===== src/rtl/demux1_to_2_fifo.sv =====
// demux1_to_2_fifo
//   Registered 1-to-2 demultiplexer. Each accepted word is steered by in_sel into one of
//   two independent FIFOs (A for sel 0, B for sel 1). Each FIFO is drained by its own
//   valid/ready channel, so the two consumers can stall independently.
//
// Ports
//   clk, rst            rising-edge clock, asynchronous active-high reset
//   in_data/in_sel      word to route and its destination (0 -> A, 1 -> B)
//   in_valid/in_ready   producer handshake; ready = selected FIFO not full
//   a_data/a_valid      head of FIFO A, a_ready pops it
//   b_data/b_valid      head of FIFO B, b_ready pops it
//   a_count/b_count     occupancy of each FIFO (0..DEPTH)
module demux1_to_2_fifo #(
   parameter int unsigned WIDTH = 32,
   parameter int unsigned DEPTH = 2,
   localparam int unsigned CW = $clog2(DEPTH + 1)
) (
   input  logic             clk,
   input  logic             rst,
   input  logic [WIDTH-1:0] in_data,
   input  logic             in_sel,
   input  logic             in_valid,
   output logic             in_ready,
   output logic [WIDTH-1:0] a_data,
   output logic             a_valid,
   input  logic             a_ready,
   output logic [WIDTH-1:0] b_data,
   output logic             b_valid,
   input  logic             b_ready,
   output logic [CW-1:0]    a_count,
   output logic [CW-1:0]    b_count
);

   localparam int unsigned PW = $clog2(DEPTH);

   // Index 0 is FIFO A, index 1 is FIFO B.
   logic [WIDTH-1:0] r_mem  [2][DEPTH];
   logic [PW-1:0]    r_wptr [2];
   logic [PW-1:0]    r_rptr [2];
   logic [CW-1:0]    r_cnt  [2];

   logic w_full   [2];
   logic w_push   [2];
   logic w_pop    [2];
   logic w_oready [2];

   always_comb begin
      w_oready[0] = a_ready;
      w_oready[1] = b_ready;
      for (int d = 0; d < 2; d++) begin
         w_full[d] = (r_cnt[d] == CW'(DEPTH));
         // Pop only when the head is valid; ready on an empty FIFO is ignored.
         w_pop[d]  = (r_cnt[d] != '0) & w_oready[d];
      end
      // Readiness looks only at the selected FIFO's registered count, never at the
      // consumer's ready, so a full FIFO cannot be pushed even while it is popping.
      in_ready  = in_sel ? !w_full[1] : !w_full[0];
      w_push[0] = in_valid & in_ready & ~in_sel;
      w_push[1] = in_valid & in_ready & in_sel;
   end

   always_ff @(posedge clk or posedge rst) begin
      if (rst) begin
         for (int d = 0; d < 2; d++) begin
            r_wptr[d] <= '0;
            r_rptr[d] <= '0;
            r_cnt[d]  <= '0;
            for (int e = 0; e < DEPTH; e++) begin
               r_mem[d][e] <= '0;
            end
         end
      end else begin
         for (int d = 0; d < 2; d++) begin
            if (w_push[d]) begin
               r_mem[d][r_wptr[d]] <= in_data;
               // DEPTH is a power of two, so natural overflow wraps the pointer.
               r_wptr[d] <= r_wptr[d] + PW'(1);
            end
            if (w_pop[d]) begin
               r_rptr[d] <= r_rptr[d] + PW'(1);
            end
            case ({w_push[d], w_pop[d]})
               2'b10:   r_cnt[d] <= r_cnt[d] + CW'(1);
               2'b01:   r_cnt[d] <= r_cnt[d] - CW'(1);
               default: r_cnt[d] <= r_cnt[d];
            endcase
         end
      end
   end

   // Heads come straight from storage; there is no bypass from in_data.
   assign a_data  = r_mem[0][r_rptr[0]];
   assign b_data  = r_mem[1][r_rptr[1]];
   assign a_valid = (r_cnt[0] != '0);
   assign b_valid = (r_cnt[1] != '0);
   assign a_count = r_cnt[0];
   assign b_count = r_cnt[1];

endmodule


===== config.mk =====
export PLATFORM = sky130hd
export DESIGN_NAME = demux1_to_2_fifo
export DESIGN_NICKNAME = d
export VERILOG_FILES = /design/src/rtl/demux1_to_2_fifo.sv
export SDC_FILE = /design/constraint.sdc
export NUM_CORES = 1
export LEC_CHECK = 0
export CAP_MARGIN = 5
export CELL_PAD_IN_SITES_DETAIL_PLACEMENT = 0
export CELL_PAD_IN_SITES_GLOBAL_PLACEMENT = 1
export CORE_MARGIN = 3
export CORE_UTILIZATION = 40
export CTS_CLUSTER_DIAMETER = 50
export DETAILED_ROUTE_END_ITERATION = 7
export DONT_BUFFER_PORTS = 1
export MAX_ROUTING_LAYER = met4
export PLACE_DENSITY = 0.66
export SLEW_MARGIN = 10
export SYNTH_ARGS = -nofsm -noshare
export SYNTH_HDL_FRONTEND = slang
export SYNTH_SLANG_ARGS = --single-unit

===== constraint.sdc =====
create_clock -name clk -period 4.6 [get_ports clk]
set_input_delay 1.15 -clock clk [delete_from_list [all_inputs] [get_ports clk]]
set_output_delay 1.15 -clock clk [all_outputs]
set_load 0.02 [all_outputs]

-- Word level (Yosys, flattened, before mapping)
Cells that the tools add are included.
- bitwise operators: 10
- order comparisons: 6
- reductions and logical operators: 8
- mux-type cells: 15
- equality and inequality tests: 6
- add/subtract/negate cells: 8
- operator list (kind ; count):
    32-bit two-way mux ; 8
    64-bit bitwise mux ; 2
    32-bit demux with 1-bit select ; 2
    2-bit equality test, second input constant ; 4
    2-bit greater-or-equal comparator, second input constant ; 4
    1-bit NOT with 2-bit output ; 4
    2-bit case mux with 2 select lines ; 2
    2-bit nonzero test ; 4
    1-bit bitwise AND ; 5
    1-bit adder, second input constant ; 4
    2-bit by 1-bit adder with 2-bit output, second input constant ; 2
    2-bit by 1-bit equality test with 1-bit output, second input constant ; 2
    2-bit by 1-bit < comparator with 1-bit output, second input constant ; 2
    2-bit by 1-bit subtractor with 2-bit output, second input constant ; 2
    1-bit logical AND ; 2
    1-bit zero test ; 2
    1-bit two-way mux ; 1
    1-bit NOT ; 1
- output and inout port bits: 71
- input port bits: 38
- flip-flop bits (word level): 136

-- Longest topological paths before layout
Gate-level depths: netlist of the first run.
- depth after elaboration: 7
- gate-level depth with buffers: 6
- depth with buffers taken out: 6

-- Worst setup path after synthesis of the first run
Ideal clock, no wire load.
- kind: input port to output port
- start: in in_sel
- end: out in_ready
- stages on the path: 2
- buffers on the path: 0
- setup slack: 1931 ps
- arrival: 1519 ps
- cells stage by stage: nor2_1 a21oi_1
- longest elaborated chain between the ends: 1
- RTL lines (element ; RTL line ; RTL):
    from (decl) ; 21 ; input logic in_sel,
    1-bit two-way mux ; 57 ; in_ready = in_sel ? !w_full[1] : !w_full[0];
    to (decl) ; 23 ; output logic in_ready,
No other way between the ends.

-- Worst setup path in the final report of the first run
- start: reg r_rptr[0] (netlist bit)
- end: out b_data[8]
- longest elaborated chain between the ends: 4
- RTL lines (element ; RTL line ; RTL):
    from (decl) ; 39 ; logic [PW-1:0] r_rptr [2];
    from (signal, indexed assignment) ; 80 ; r_rptr[d] <= r_rptr[d] + PW'(1);
    1-bit NOT with 2-bit output (not written as such) ; 93 ; assign b_data = r_mem[1][r_rptr[1]];
    32-bit two-way mux (not written as such) (3 in a row) ; 93 ;
    to (decl) ; 27 ; output logic [WIDTH-1:0] b_data,
No other way between the ends. The select of a mux whose other input is x is not followed.

==> results of run 1 <==
worst max path at each step:
| stage | start | end | slack [ns] |
|---|---|---|---|
| 4_1_cts | r_rptr[0] | b_data[8] | 1.52 |
| 6_report | r_rptr[0] | b_data[8] | 1.58 |
| 2_1_floorplan | rst | a_count[0] | 1.76 |
| 3_5_place_dp | in_sel | in_ready | 1.90 |
| 5_1_grt | r_rptr[0] | b_data[30] | 1.47 |
| 3_3_place_gp | in_sel | in_ready | 1.89 |
routing by layer:
layer	wire length, um	vias up	share of wire	track usage
li1	-	1360	-	-
met5	0	-	0	-
met1	5060	1551	0.43	0.181
met2	5810	73	0.49	0.245
met3	741	15	0.063	0.0614
met4	176	0	0.015	0.0537
through the flow:
step	cell area, um2	total power [mW]	hold slack (ns)
3_5_place_dp	6220	4.55	0.477
6_report	6740	5.67	0.485
4_1_cts	6740	5.78	0.491
2_1_floorplan	6040	4.15	0.454
3_3_place_gp	6220	4.47	0.463
5_1_grt	6740	6.01	0.503
layout make-up:
type	instances	area [um2]
multi-input combinational	224	2520
tap	184	230
timing repair buffer	5	50.0
fill	1315	7910
clock buffer	18	439
clock inverter	13	83.8
sequential	136	3410
inverter	1	7.51
flip-flops by register name, indices dropped and copies added (netlist names):
| register | cells |
|---|---|
| r_rptr | 2 |
| r_wptr | 2 |
| a_count | 2 |
| r_mem | 128 |
| b_count | 2 |
power by group:
group	switching (mW)	internal (mW)	leakage (nW)
registers	0.466	1.81	1.61
logic	1.12	1.08	1.05
clock network	0.502	0.692	0.245
total	2.09	3.58	2.91
synth_stat cells:
cell	count	area (um2)
buf_6	4	45.0
a21oi_1	1	5.00
nor2b_1	2	12.5
mux2_2	157	1770
mux2_1	5	56.3
or2_2	2	12.5
nor3_2	2	20.0
nor2_1	3	11.3
dfrtp_1	136	3400
nand2b_1	4	25.0
buf_2	9	45.0
nand2_1	1	3.75
or3b_1	1	8.76
ha_1	2	25.0
and2_1	2	12.5
nand3_1	1	5.00
inv_1	1	3.75
xor2_1	4	35.0
clkbuf_1	8	30.0
mux2_4	30	450
nand4_1	1	6.26
xnor2_1	6	52.6
logic make-up after synthesis:
group / count (synthesis)
adders and majority gates: 2
DFF: 136
xor gates and xnor gates: 10
muxes: 192
buffers and inverters: 22
and+or+nand+nor: 19
AOI/OAI and AO/OA: 1
==> results.json, run 1 <==
{
  "outcome": "complete, no violations",
  "cp.depth": 1,
  "netlist_area_mm2": 0.00604,
  "fmax_ghz": 0.331,
  "post-route-period-util": 0.657,
  "cts_hold_buf": 0,
  "hold-path-endpoint": "r_mem[126]",
  "yosysUniqueCellTypes": 22,
  "crit_fanout": 33,
  "num_io_pins": 109,
  "drive_above_1_share": 0.582,
  "cp_slowest_stage_delay_ns": 0.95,
  "utilization": 0.460,
  "cp-start-kind": "register",
  "io_buffer_count": 0,
  "cts-htree-levels": 4,
  "drt_iter0_drc": 141,
  "crit_type": "register to primary output",
  "grt-ovfl-total": 0,
  "synth-compound-area-share": 0.000829,
  "avgSynthCellArea_um2": 15.8,
  "dp_cells": 550,
  "clkSlewWorstSetupHoldPaths_ns": 0.06,
  "dieArea_mm2": 0.0166,
  "yosys.area_share.adder": 0.00415,
  "r2r_start": "a_count[1]",
  "ant_nets": 0,
  "rows": 44,
  "synth_nets": 422,
  "syn_inst": 382,
  "ctsResizeCount": 0,
  "synthMuxAreaShare": 0.377,
  "whs_path_depth": 1,
  "critPathBufInv": 0,
  "crit_chain": "mux2_2",
  "grt_pass1_vias": 3388,
  "fin_skew_ns": 0.0106,
  "finalNetCount": 425,
  "crit_arrival_ns": 1.87,
  "grtUsageTotal": 0.155,
  "cts-buffers-inserted": 17,
  "antenna_cells": 0,
  "antenna_found_initial": 0,
  "ys_ff_latch": 136,
  "peakVddDrop_v": 0.000367,
  "rsz0062_at_grt": "no",
  "leakage_nw": 2.91,
  "synth_top_family_by_area": "multiplexers",
  "synthXorXnorAreaFrac": 0.0145,
  "synth_warnings": 0,
  "tightest_slew_ns": 0.899,
  "hold_path.class": "register to register",
  "hpwl_um": 7260,
  "final_common_cell": "mux2_2",
  "layout_setup_ws_ns": 1.58,
  "insertion_delay_ns": 0.42,
  "initial_utilization": 0.412,
  "yosys.area_share.simple": 0.0195,
  "grt_pass1_wl_um": 18900,
  "fin_tns_setup_ns": 0,
  "clock-sinks": 136,
  "dieHeight_um": 129,
  "dp_slack_ns": 1.90,
  "vias_per_cell": 5.16,
  "area_growth_pct": 11.6,
  "cts_tree": "done",
  "seq_area_frac_synth": 0.564,
  "wl_per_cell_um": 20.3,
  "rrSetupSlack_ns": 2.56,
  "cts.path.max_buffers": 2,
  "max_cap_violations": 0,
  "die_w_um": 129,
  "power_density_mw_per_mm2": 842,
  "cts-root-buf": "clkbuf_16",
  "final_cell_mix": "157 x mux2_2, 134 x dfrtp_1, 30 x mux2_4",
  "finalHoldViolCount": 0,
  "cp_top_family": "flip-flops",
  "core_area_mm2": 0.0146,
  "dr_total_vias": 2999,
  "endpoint_kind": "primary output",
  "worst_path_max_delay_cell": "dfrtp_2",
  "grt_max_degree": 137,
  "r2r-end": "r_mem[93]",
  "min_from": "r_mem[126]",
  "setup_violations": 0,
  "max_slew_margin": 0.401,
  "stdcell_count": 581,
  "slew_violations": 0,
  "drt_wl_total_um": 11800,
  "post_cts_buffers": 0,
  "firstDrtPassIters": 4,
  "place.gp.congestion": 0.654,
  "worst-endpoint-required_ns": 3.45,
  "worstRegToRegCells": 4,
  "min_period_ns": 3.02,
  "drc": 0
}
Power figures use the tool's default switching activity.
==> run 2: changes to the inputs <==
clock period = 2.6 ns   (was 4.6 ns; I/O delays follow)
==> run 2 against run 1 <==
Compared with the run above: global-route usage up 0.21 points; setup slack got worse by 1.3 ns; total power is 83% higher; clock power is 100% higher; clock-buffer cell count grew 1; clock skew about the same; first-iteration DRC count down 38%; sequential power up 68%; register-to-register slack worse by 1.9 ns.
==> results.json, run 2 (synthesized netlist as in run 1, its figures left out) <==
{
  "slew_violations": 0,
  "power_density_mw_per_mm2": 1520,
  "area_growth_pct": 13.7,
  "firstDrtPassIters": 4,
  "drive_above_1_share": 0.588,
  "hpwl_um": 7600,
  "drc": 0,
  "rsz0062_at_grt": "no",
  "crit_end": "b_data[8]",
  "p_comb_frac": 0.399,
  "io_buffer_count": 0,
  "crit_fanout": 22,
  "ant_nets": 0,
  "grt_pass1_wl_um": 19100,
  "cts-root-buf": "clkbuf_16",
  "largest_reg_flops": 128,
  "grtUsageTotal": 0.158,
  "rows": 44,
  "rrSetupSlack_ns": 0.67,
  "antenna_cells": 0,
  "worst-endpoint-required_ns": 1.95,
  "r2r_start": "a_count[1]",
  "cts.path.max_buffers": 2,
  "fin_area_mm2": 0.00686,
  "ctsResizeCount": 0,
  "num_io_pins": 109,
  "die_w_um": 129,
  "clkSlewWorstSetupHoldPaths_ns": 0.06,
  "fin_tns_setup_ns": 0,
  "hold_path.class": "input pin to async pin",
  "post_cts_buffers": 0,
  "insertion_delay_ns": 0.42,
  "max_cap_violations": 0,
  "p_total_mw": 10.4,
  "r2r-end": "r_mem[73]",
  "final_cell_mix": "157 x mux2_2, 134 x dfrtp_1, 30 x mux2_4",
  "vias_per_cell": 5.26,
  "tightest_slew_ns": 0.728,
  "post-route-period-util": 0.903,
  "crit_start": "r_rptr[0]",
  "grt_max_degree": 137,
  "fillCellCount": 1309,
  "utilization": 0.469,
  "power.share.sequential": 0.369,
  "finalNetCount": 430,
  "max_slew_margin": 0.515,
  "peakVddDrop_v": 0.000548,
  "leakage_nw": 2.98,
  "min_period_ns": 2.35,
  "dieArea_mm2": 0.0166,
  "drt_iter0_drc": 87,
  "outcome": "complete, no violations",
  "switching_share": 0.362,
  "cts-htree-levels": 4,
  "endpoint_kind": "primary output",
  "power.switching_mw": 3.76,
  "layout_setup_ws_ns": 0.253,
  "drt_wl_total_um": 11800,
  "regMostFlops": "r_mem",
  "setup_violations": 0,
  "dpl_cell_area_mm2": 0.00627,
  "finalHoldViolCount": 0,
  "place.gp.congestion": 0.667,
  "cts_hold_buf": 0,
  "grt-ovfl-total": 0,
  "final_common_cell": "mux2_2",
  "cts-buffers-inserted": 17,
  "grt_pass1_vias": 3458,
  "crit_arrival_ns": 1.70,
  "dp_slack_ns": 0.558,
  "fmax_ghz": 0.426,
  "core_area_mm2": 0.0146,
  "worstRegToRegCells": 4,
  "dieHeight_um": 129,
  "antenna_found_initial": 0,
  "initial_utilization": 0.412,
  "p_int_mw": 6.64,
  "cts_tree": "done",
  "clock-sinks": 136,
  "fin_skew_ns": 0.0105,
  "cp-start-kind": "register",
  "dr_total_vias": 3089,
  "crit_type": "register to primary output",
  "pwr-share-clk": 0.232,
  "wl_per_cell_um": 20.1
}
[run 2: how the worst min path moves through the flow]
| stage | startpoint | to | slack (ns) | depth (start not counted) |
|---|---|---|---|---|
| finish | rst | r_mem[35] | 0.31 | 2 |
| global route | in_data[15] | r_mem[47] | 0.34 | 1 |
| CTS | rst | r_mem[35] | 0.35 | 2 |
| detailed placement | r_mem[48] | r_mem[48] | 0.47 | 1 |
| global placement | r_mem[120] | r_mem[120] | 0.46 | 1 |
| floorplan | r_mem[120] | r_mem[120] | 0.45 | 1 |
[run 2: cell type report]
class	instances	area, um2	area share
Timing Repair Buffer	10	100	0.0146
Multi-Input combinational cell	224	2520	0.367
Sequential cell	136	3410	0.496
Clock buffer	19	453	0.0660
Inverter	1	7.51	0.00109
Tap cell	184	230	0.0335
Clock inverter	13	145	0.0211
[run 2: power groups by stage]
stage                     clock network, mW  registers, mW  logic [mW]
after floorplan                           0           3.65        3.69
after global routing                   2.58           4.00        4.44
after detailed placement                  0           3.88        4.23
final                                  2.41           3.84        4.15
after CTS                              2.48           3.85        4.24
after global placement                    0           3.82        4.15
[run 2: per-layer routing]
| metal | vias up | wire [um] | track usage |
|---|---|---|---|
| met5 | - | 0 | - |
| met4 | 0 | 121 | 0.0426 |
| met3 | 12 | 684 | 0.0648 |
| met2 | 74 | 5930 | 0.248 |
| met1 | 1625 | 5070 | 0.187 |
| li1 | 1378 | - | - |
[run 2: per-stage QoR]
step | hold slack (ns) | instances
floorplan | 0.454 | 382
global placement | 0.464 | 555
detailed placement | 0.475 | 555
CTS | 0.348 | 587
global route | 0.343 | 587
finish | 0.308 | 587
[run 2: worst max-delay path: stages, from the launching register on]
cell and delay (ns):
dfrtp_2 0.59, buf_12 0.25, mux2_2 0.43
